`src/rtl/gc_transmit_if.sv`:
```
// Controller-line transmit bundle between the receiver control logic and gc_transmit.
// The slave modport is the transmitter side.
interface gc_transmit_if;
   logic start_init;
   logic rumble;
   logic wavebird_id_ready;
   logic data_oe;
   logic send;
   logic controller_init;
   logic busy;

   modport master (
      output start_init, rumble, wavebird_id_ready,
      input  data_oe, send, controller_init, busy
   );

   modport slave (
      input  start_init, rumble, wavebird_id_ready,
      output data_oe, send, controller_init, busy
   );
endinterface

```
`src/rtl/gc_transmit.sv`:
```
// GameCube controller line transmitter: periodic poll frames and on-demand init frames,
// open-drain drive, with send/controller_init hints for the downstream receiver.
//
// state      | meaning
// -----------+---------------------------------------------------------------
// S_IDLE     | line released, waiting for init request or poll due
// S_LOAD     | frame latched, send raised, line still released
// S_BIT_LOW  | line pulled low: 3 us for a 0 bit, 1 us for a 1 bit
// S_BIT_HIGH | line released for the rest of the 4 us bit cell
// S_STOP_LOW | stop bit, line low for 1 us
// S_GUARD    | line released, send held for the receiver synchroniser
module gc_transmit #(
   parameter int unsigned CLKS_PER_US    = 100,
   parameter int unsigned POLL_PERIOD_US = 1000,
   parameter logic [23:0] POLL_CMD       = 24'h400300,
   parameter logic [7:0]  INIT_CMD       = 8'h00,
   parameter int unsigned SYNC_GUARD     = 2
) (
   input logic          PCLK,
   input logic          PRESERN,
   gc_transmit_if.slave bus
);

   localparam int unsigned PS_W    = $clog2(CLKS_PER_US);
   localparam int unsigned PT_W    = $clog2(POLL_PERIOD_US + 1);
   localparam int unsigned INIT_TO = POLL_PERIOD_US * CLKS_PER_US;
   localparam int unsigned IT_W    = $clog2(INIT_TO + 1);
   localparam int unsigned PH_MAX  = (3 * CLKS_PER_US > SYNC_GUARD) ? 3 * CLKS_PER_US : SYNC_GUARD;
   localparam int unsigned PH_W    = $clog2(PH_MAX + 1);
   localparam int unsigned GUARD_N = (SYNC_GUARD > 0) ? SYNC_GUARD - 1 : 0;

   localparam logic [PS_W-1:0] PS_LAST  = PS_W'(CLKS_PER_US - 1);
   localparam logic [PT_W-1:0] PT_LAST  = PT_W'(POLL_PERIOD_US - 1);
   localparam logic [IT_W-1:0] IT_LOAD  = IT_W'(INIT_TO - 1);
   localparam logic [PH_W-1:0] PH_1US   = PH_W'(CLKS_PER_US - 1);
   localparam logic [PH_W-1:0] PH_3US   = PH_W'(3 * CLKS_PER_US - 1);
   localparam logic [PH_W-1:0] PH_GUARD = PH_W'(GUARD_N);

   localparam logic [2:0] S_IDLE     = 3'd0;
   localparam logic [2:0] S_LOAD     = 3'd1;
   localparam logic [2:0] S_BIT_LOW  = 3'd2;
   localparam logic [2:0] S_BIT_HIGH = 3'd3;
   localparam logic [2:0] S_STOP_LOW = 3'd4;
   localparam logic [2:0] S_GUARD    = 3'd5;

   logic [2:0]      state;
   logic [PS_W-1:0] presc;
   logic [PT_W-1:0] poll_tmr;
   logic [IT_W-1:0] init_tmr;
   logic [PH_W-1:0] ph_cnt;
   logic [4:0]      bit_cnt;
   logic [23:0]     shreg;
   logic            poll_due;
   logic            init_pending;
   logic            ctrl_init;
   logic            send_q;
   logic            oe_q;

   logic us_tick;
   logic poll_hit;
   logic init_req;
   logic load_init;
   logic load_poll;
   logic ph_done;
   logic frame_end;
   logic init_clear;

   always_comb begin
      us_tick    = (presc == PS_LAST);
      poll_hit   = us_tick && (poll_tmr == PT_LAST);
      // a start_init arriving in the same cycle as a poll still wins arbitration
      init_req   = init_pending || (bus.start_init && !ctrl_init);
      load_init  = (state == S_IDLE) && init_req;
      load_poll  = (state == S_IDLE) && !init_req && !ctrl_init && (poll_due || poll_hit);
      ph_done    = (ph_cnt == '0);
      frame_end  = (state == S_GUARD) && ph_done;
      init_clear = ctrl_init && !send_q && (bus.wavebird_id_ready || (init_tmr == '0));
   end

   always_ff @(posedge PCLK or negedge PRESERN) begin
      if (!PRESERN) begin
         presc        <= '0;
         poll_tmr     <= '0;
         poll_due     <= 1'b0;
         init_pending <= 1'b0;
      end else begin
         if (load_init || load_poll || us_tick) presc <= '0;
         else                                   presc <= presc + 1'b1;

         if (us_tick) poll_tmr <= (poll_tmr == PT_LAST) ? '0 : poll_tmr + 1'b1;

         if (load_poll)     poll_due <= 1'b0;
         else if (poll_hit) poll_due <= 1'b1;

         if (load_init)                             init_pending <= 1'b0;
         else if (bus.start_init && !ctrl_init)     init_pending <= 1'b1;
      end
   end

   always_ff @(posedge PCLK or negedge PRESERN) begin
      if (!PRESERN) begin
         ctrl_init <= 1'b0;
         init_tmr  <= '0;
      end else begin
         if (load_init)       ctrl_init <= 1'b1;
         else if (init_clear) ctrl_init <= 1'b0;

         // timeout is measured in clocks from the falling edge of send
         if (frame_end && ctrl_init)                         init_tmr <= IT_LOAD;
         else if (ctrl_init && !send_q && init_tmr != '0)    init_tmr <= init_tmr - 1'b1;
      end
   end

   always_ff @(posedge PCLK or negedge PRESERN) begin
      if (!PRESERN) begin
         state   <= S_IDLE;
         ph_cnt  <= '0;
         bit_cnt <= '0;
         shreg   <= '0;
         send_q  <= 1'b0;
         oe_q    <= 1'b0;
      end else begin
         case (state)
            S_IDLE: begin
               if (load_init) begin
                  state   <= S_LOAD;
                  send_q  <= 1'b1;
                  shreg   <= {INIT_CMD, 16'h0000};
                  bit_cnt <= 5'd8;
               end else if (load_poll) begin
                  state   <= S_LOAD;
                  send_q  <= 1'b1;
                  shreg   <= {POLL_CMD[23:1], bus.rumble};
                  bit_cnt <= 5'd24;
               end
            end
            S_LOAD: begin
               state  <= S_BIT_LOW;
               oe_q   <= 1'b1;
               ph_cnt <= shreg[23] ? PH_1US : PH_3US;
            end
            S_BIT_LOW: begin
               if (ph_done) begin
                  state  <= S_BIT_HIGH;
                  oe_q   <= 1'b0;
                  ph_cnt <= shreg[23] ? PH_3US : PH_1US;
               end else begin
                  ph_cnt <= ph_cnt - 1'b1;
               end
            end
            S_BIT_HIGH: begin
               if (ph_done) begin
                  shreg   <= {shreg[22:0], 1'b0};
                  bit_cnt <= bit_cnt - 1'b1;
                  oe_q    <= 1'b1;
                  if (bit_cnt == 5'd1) begin
                     state  <= S_STOP_LOW;
                     ph_cnt <= PH_1US;
                  end else begin
                     state  <= S_BIT_LOW;
                     ph_cnt <= shreg[22] ? PH_1US : PH_3US;
                  end
               end else begin
                  ph_cnt <= ph_cnt - 1'b1;
               end
            end
            S_STOP_LOW: begin
               if (ph_done) begin
                  state  <= S_GUARD;
                  oe_q   <= 1'b0;
                  ph_cnt <= PH_GUARD;
               end else begin
                  ph_cnt <= ph_cnt - 1'b1;
               end
            end
            S_GUARD: begin
               if (ph_done) begin
                  state  <= S_IDLE;
                  send_q <= 1'b0;
               end else begin
                  ph_cnt <= ph_cnt - 1'b1;
               end
            end
            default: begin
               state  <= S_IDLE;
               oe_q   <= 1'b0;
               send_q <= 1'b0;
            end
         endcase
      end
   end

   assign bus.data_oe         = oe_q;
   assign bus.send            = send_q;
   assign bus.controller_init = ctrl_init;
   assign bus.busy            = (state != S_IDLE);

endmodule

```
`src/flat_wrapper.sv`:
```
// flat-port wrapper written by rule: the top's interface ports become plain ports
module gc_transmit_flat 
#(
   parameter int unsigned CLKS_PER_US    = 100,
   parameter int unsigned POLL_PERIOD_US = 1000,
   parameter logic [23:0] POLL_CMD       = 24'h400300,
   parameter logic [7:0]  INIT_CMD       = 8'h00,
   parameter int unsigned SYNC_GUARD     = 2
)
  (PCLK, PRESERN, bus_start_init, bus_rumble, bus_wavebird_id_ready, bus_data_oe, bus_send, bus_controller_init, bus_busy);
  gc_transmit_if bus_i ();
  input logic PCLK;
  input logic PRESERN;
  input wire logic [$bits(bus_i.start_init)-1:0] bus_start_init;
  input wire logic [$bits(bus_i.rumble)-1:0] bus_rumble;
  input wire logic [$bits(bus_i.wavebird_id_ready)-1:0] bus_wavebird_id_ready;
  output wire logic [$bits(bus_i.data_oe)-1:0] bus_data_oe;
  output wire logic [$bits(bus_i.send)-1:0] bus_send;
  output wire logic [$bits(bus_i.controller_init)-1:0] bus_controller_init;
  output wire logic [$bits(bus_i.busy)-1:0] bus_busy;
  assign bus_i.start_init = bus_start_init;
  assign bus_i.rumble = bus_rumble;
  assign bus_i.wavebird_id_ready = bus_wavebird_id_ready;
  assign bus_data_oe = bus_i.data_oe;
  assign bus_send = bus_i.send;
  assign bus_controller_init = bus_i.controller_init;
  assign bus_busy = bus_i.busy;
  gc_transmit #(.CLKS_PER_US(CLKS_PER_US), .POLL_PERIOD_US(POLL_PERIOD_US), .POLL_CMD(POLL_CMD), .INIT_CMD(INIT_CMD), .SYNC_GUARD(SYNC_GUARD)) u_core (.PCLK(PCLK), .PRESERN(PRESERN), .bus(bus_i));
endmodule
```
`config.mk`:
```
export PLATFORM = sky130hd
export DESIGN_NAME = gc_transmit_flat
export DESIGN_NICKNAME = d
export VERILOG_FILES = /design/src/rtl/gc_transmit_if.sv /design/src/rtl/gc_transmit.sv /design/src/flat_wrapper.sv
export SDC_FILE = /design/constraint.sdc
export NUM_CORES = 1
export LEC_CHECK = 0
export BUFFER_PORTS_ARGS = -buffer_cell sky130_fd_sc_hd__buf_2
export CAP_MARGIN = 30
export CORE_UTILIZATION = 30
export DETAILED_ROUTE_END_ITERATION = 8
export HOLD_SLACK_MARGIN = 0.15
export SETUP_SLACK_MARGIN = 0.5
export SYNTH_ARGS = -nofsm -noshare
export SYNTH_HDL_FRONTEND = slang
export SYNTH_SLANG_ARGS = --single-unit
export TNS_END_PERCENT = 10
```
`constraint.sdc`:
```
create_clock -name PCLK -period 1.8 [get_ports PCLK]
set_input_delay 0.27 -clock PCLK [delete_from_list [all_inputs] [get_ports PCLK]]
set_output_delay 0.27 -clock PCLK [all_outputs]
set_load 0.02 [all_outputs]
```
==> run metrics <==
outcome complete, but fails checks; failing checks negative setup slack; post-synthesis mux area share 0.973%; total power 5530 µW; unrepaired setup endpoints after global routing true; top-area cell type share of the netlist area between 40% and 50%; fin crit share 105%; Flop pwr share 42.6%; Post-Synth XOR/XNOR Area 5.16%; largest net degree at the start of global routing 39; Reg2Reg Depth 8; most instantiated cells after synthesis 80 x dfrtp_1, 76 x nand2_1, 39 x nor2_1; Initial Util 30.7%; Simple-Gate Fraction of Synth Area a little over a quarter; n_diodes 0; Rows between 40 and 50; Worst R2R Start u_core.state[2]; top_reg_cell synth dfrtp_1; clock sinks 80; endpoint class of the critical path flip-flop; # nets final 566; Synth Area in Compound Gates between 10% and 20%; RR Endpoint u_core.bit_cnt[1]; Sw Pwr approximately 1800 µW; fraction of layout cells with a size suffix above 1 34.2%; Max Freq between 500 and 600 MHz; post-DR vias/cell a little over 5; Worst-path clk slew around 0.060 ns; synthesized instance count approximately 460; DRC 0; clock power share between 20 and 30%; first-iteration detailed-routing DRC count slightly below 300; asr flop ratio synth 100%; synthesized cell area ~4200 µm²; R2R Setup Slk -0.1 ns; number of synthesized flops with an enable pin 0; final setup fails 34; Pleak ~0.0027 µW; CP startpoint kind flip-flop; dpl cells around 710; Core ar. 13,800 µm²; most frequent cell after synthesis dfrtp_1; Post-Syn Nets 468; post-synthesis sequential area ratio between 40 and 50%; first drt pass iteration count 5; full die area 14,600 µm²; Total GRT Usage around 15%; Non-Filler Instances 738; Area growth, synth to finish 38.7%; Final Critical Period approximately 1.9 ns; main combinational cell family by area after synthesis simple AND/OR/NAND/NOR gates; grt ovf 0; Area contributors post-synth dfrtp_1 47%, nand2_1 6.7%, nand3_1 4.4%; Critical Path AT roughly 2.2 ns; vias roughly 3,700; Max Cap Viol 0; warnings from Yosys 0; initial antenna violation count 0; worst hold slack 0.187 ns; IO Pins 9; Worst Setup SP u_core.state[2]; relative slew slack a little over two thirds; Final WS setup -0.0967 ns; die width 121 µm; Synth Area in Adders 2.06%; fin. max-slew vios 0; gpl congestion 0.818; wire per inst between 10 and 15 µm; HP Class in2reg; Logic pwr share roughly 28%; Pint approximately 3700 µW; critical path class reg2reg; CTS tree yes; required time of the critical path ~2 ns; Post-DP HPWL about 7 mm; worst-skew pair later-pin latency about 0.33 ns; Netlist cell types 65; pwr/cell area around 940 nW/µm²; Yosys top cell by area dfrtp_1; Filler cells ~1,300; Port-buffer cells 8; Max H-tree Level 3; Sw Share roughly a third; clock skew a little over 0.006 ns; pre-CTS setup slack -0.167 ns; global-route wire length before repair 17.9 mm; CP max FO 7; worst-margin pin slew roughly 0.44 ns; Max VDD drop a little over 0.5 mV; Synth Register Bits 80; Die Ht between 100 and 150 µm; Avg Cell Area, Syn 9.30 µm²; Root Buffer clkbuf_16; Detailed Route WL 10.5 mm; total CTS buffers 9; area occupied by multi-input gates roughly 2400 µm²; vias in the first global route 3,758; CTS Buffer Depth 2; ANT nets after route 0; Hold Fails Final Rpt 0; end point of the critical path u_core.bit_cnt[1]; storage element area 2000 µm²
-- flip-flops by register name (all words and copies together), names as in the netlist, 3 cells and up --
name	count
u_core.init_tmr	17
u_core.poll_tmr	10
u_core.ph_cnt	9
u_core.state	3
u_core.shreg	24
u_core.presc	7
u_core.bit_cnt	5
-- worst max-delay path, stage by stage, from the launching register on --
cell and delay [ns]:
dfrtp_1 0.40, nor3_4 0.25, inv_4 0.04, or4_4 0.47, o211ai_4 0.20, buf_12 0.16, buf_12 0.12, nand3b_1 0.08
o21ai_1 0.08
-- kinds of logic after synthesis --
family | after synthesis
AOI/OAI and AO/OA | 82
DFF | 80
and+or+nand+nor | 226
adders and majority gates | 7
xor gates and xnor gates | 25
buffers and inverters | 32
muxes | 4
-- stage by stage --
stage | instance area [µm²] | TNS [ns] | util [%]
2_1_floorplan | 4240 | -2.92 | -
4_1_cts | 5700 | -1.53 | 41.2
5_1_grt | 5880 | -6.53 | 42.5
3_5_place_dp | 5070 | -3.87 | 36.7
3_3_place_gp | 5070 | -2.84 | 36.7
6_report | 5880 | -2.01 | 42.5
-- routing by layer --
metal | vias up | part of all wire, % | global-route usage [%]
li1 | 1821 | - | -
met1 | 1872 | 47 | 19.3
met2 | 35 | 50 | 26.1
met3 | 8 | 1.8 | 2.21
met4 | 0 | 1.2 | 6.17
met5 | - | 0 | 0
-- worst min path at each step --
stage                    start                   to  slack, ns  cells after the start
floorplan              PRESERN    u_core.bit_cnt[0]      -0.03                      0
detailed placement     PRESERN  u_core.init_tmr[14]       0.20                      1
global route        bus_rumble      u_core.shreg[0]       0.19                      3
CTS                 bus_rumble      u_core.shreg[0]       0.18                      3
global placement       PRESERN  u_core.init_tmr[14]       0.20                      1
finish              bus_rumble      u_core.shreg[0]       0.19                      3
-- final cells by class --
class	count	share of cell area [%]
clock buffers	10	3.89
clock inverters	5	0.574
inverters	13	0.872
multi-input cells	345	40.7
flip-flops and latches	80	34.0
well taps	180	3.83
repair buffers	105	16.1
-- power groups by stage --
stage               sequential (µW)  clock [µW]  combinational [µW]
CTS                            2340        1700                1460
finish                         2360        1650                1520
global route                   2400        1760                1700
floorplan                      2360           0                 802
detailed placement             2350           0                1360
global placement               2340           0                1310
-- cells in the final DEF (no fill, tap or decap), types with 3 or more instances in the layout --
master     Yosys  routed
a21oi_1       18      13
a21oi_2        1       6
and3_1         3       3
buf_12         0       3
buf_2          4       5
buf_4          0      74
buf_6          6      19
clkbuf_16      0      10
dfrtp_1       80      80
ha_1           7       4
ha_2           0       3
inv_1         11       9
mux2i_1        3       3
nand2_1       76      71
nand2_2        0       5
nand2b_1       5       5
nand3_1       37      26
nand3_2        0       7
nand3_4        0       4
nand4_1        7       7
nor2_1        39      37
nor2b_1        3       3
nor3_1        13       9
nor3_2         0       4
nor4_2         3       4
nor4_4         0       3
nor4b_4        1       3
o211ai_1       8       8
o21ai_0       23      16
o21ai_1        3       8
o21ai_2        1       3
or2_2          4       3
or3_1          8       6
or4_4          1       3
xnor2_1       15      15
xor2_1        10      10
-- timing repair --
item,4_1_cts,5_1_grt
pin swaps,55,36
buffers inserted,3,2
cloned,4,1
endpoints found under the hold margin,23,0
setup endpoints to repair,82,82
resized for setup,67,31
hold buffers,1,0
Power figures use the tool's default switching activity.
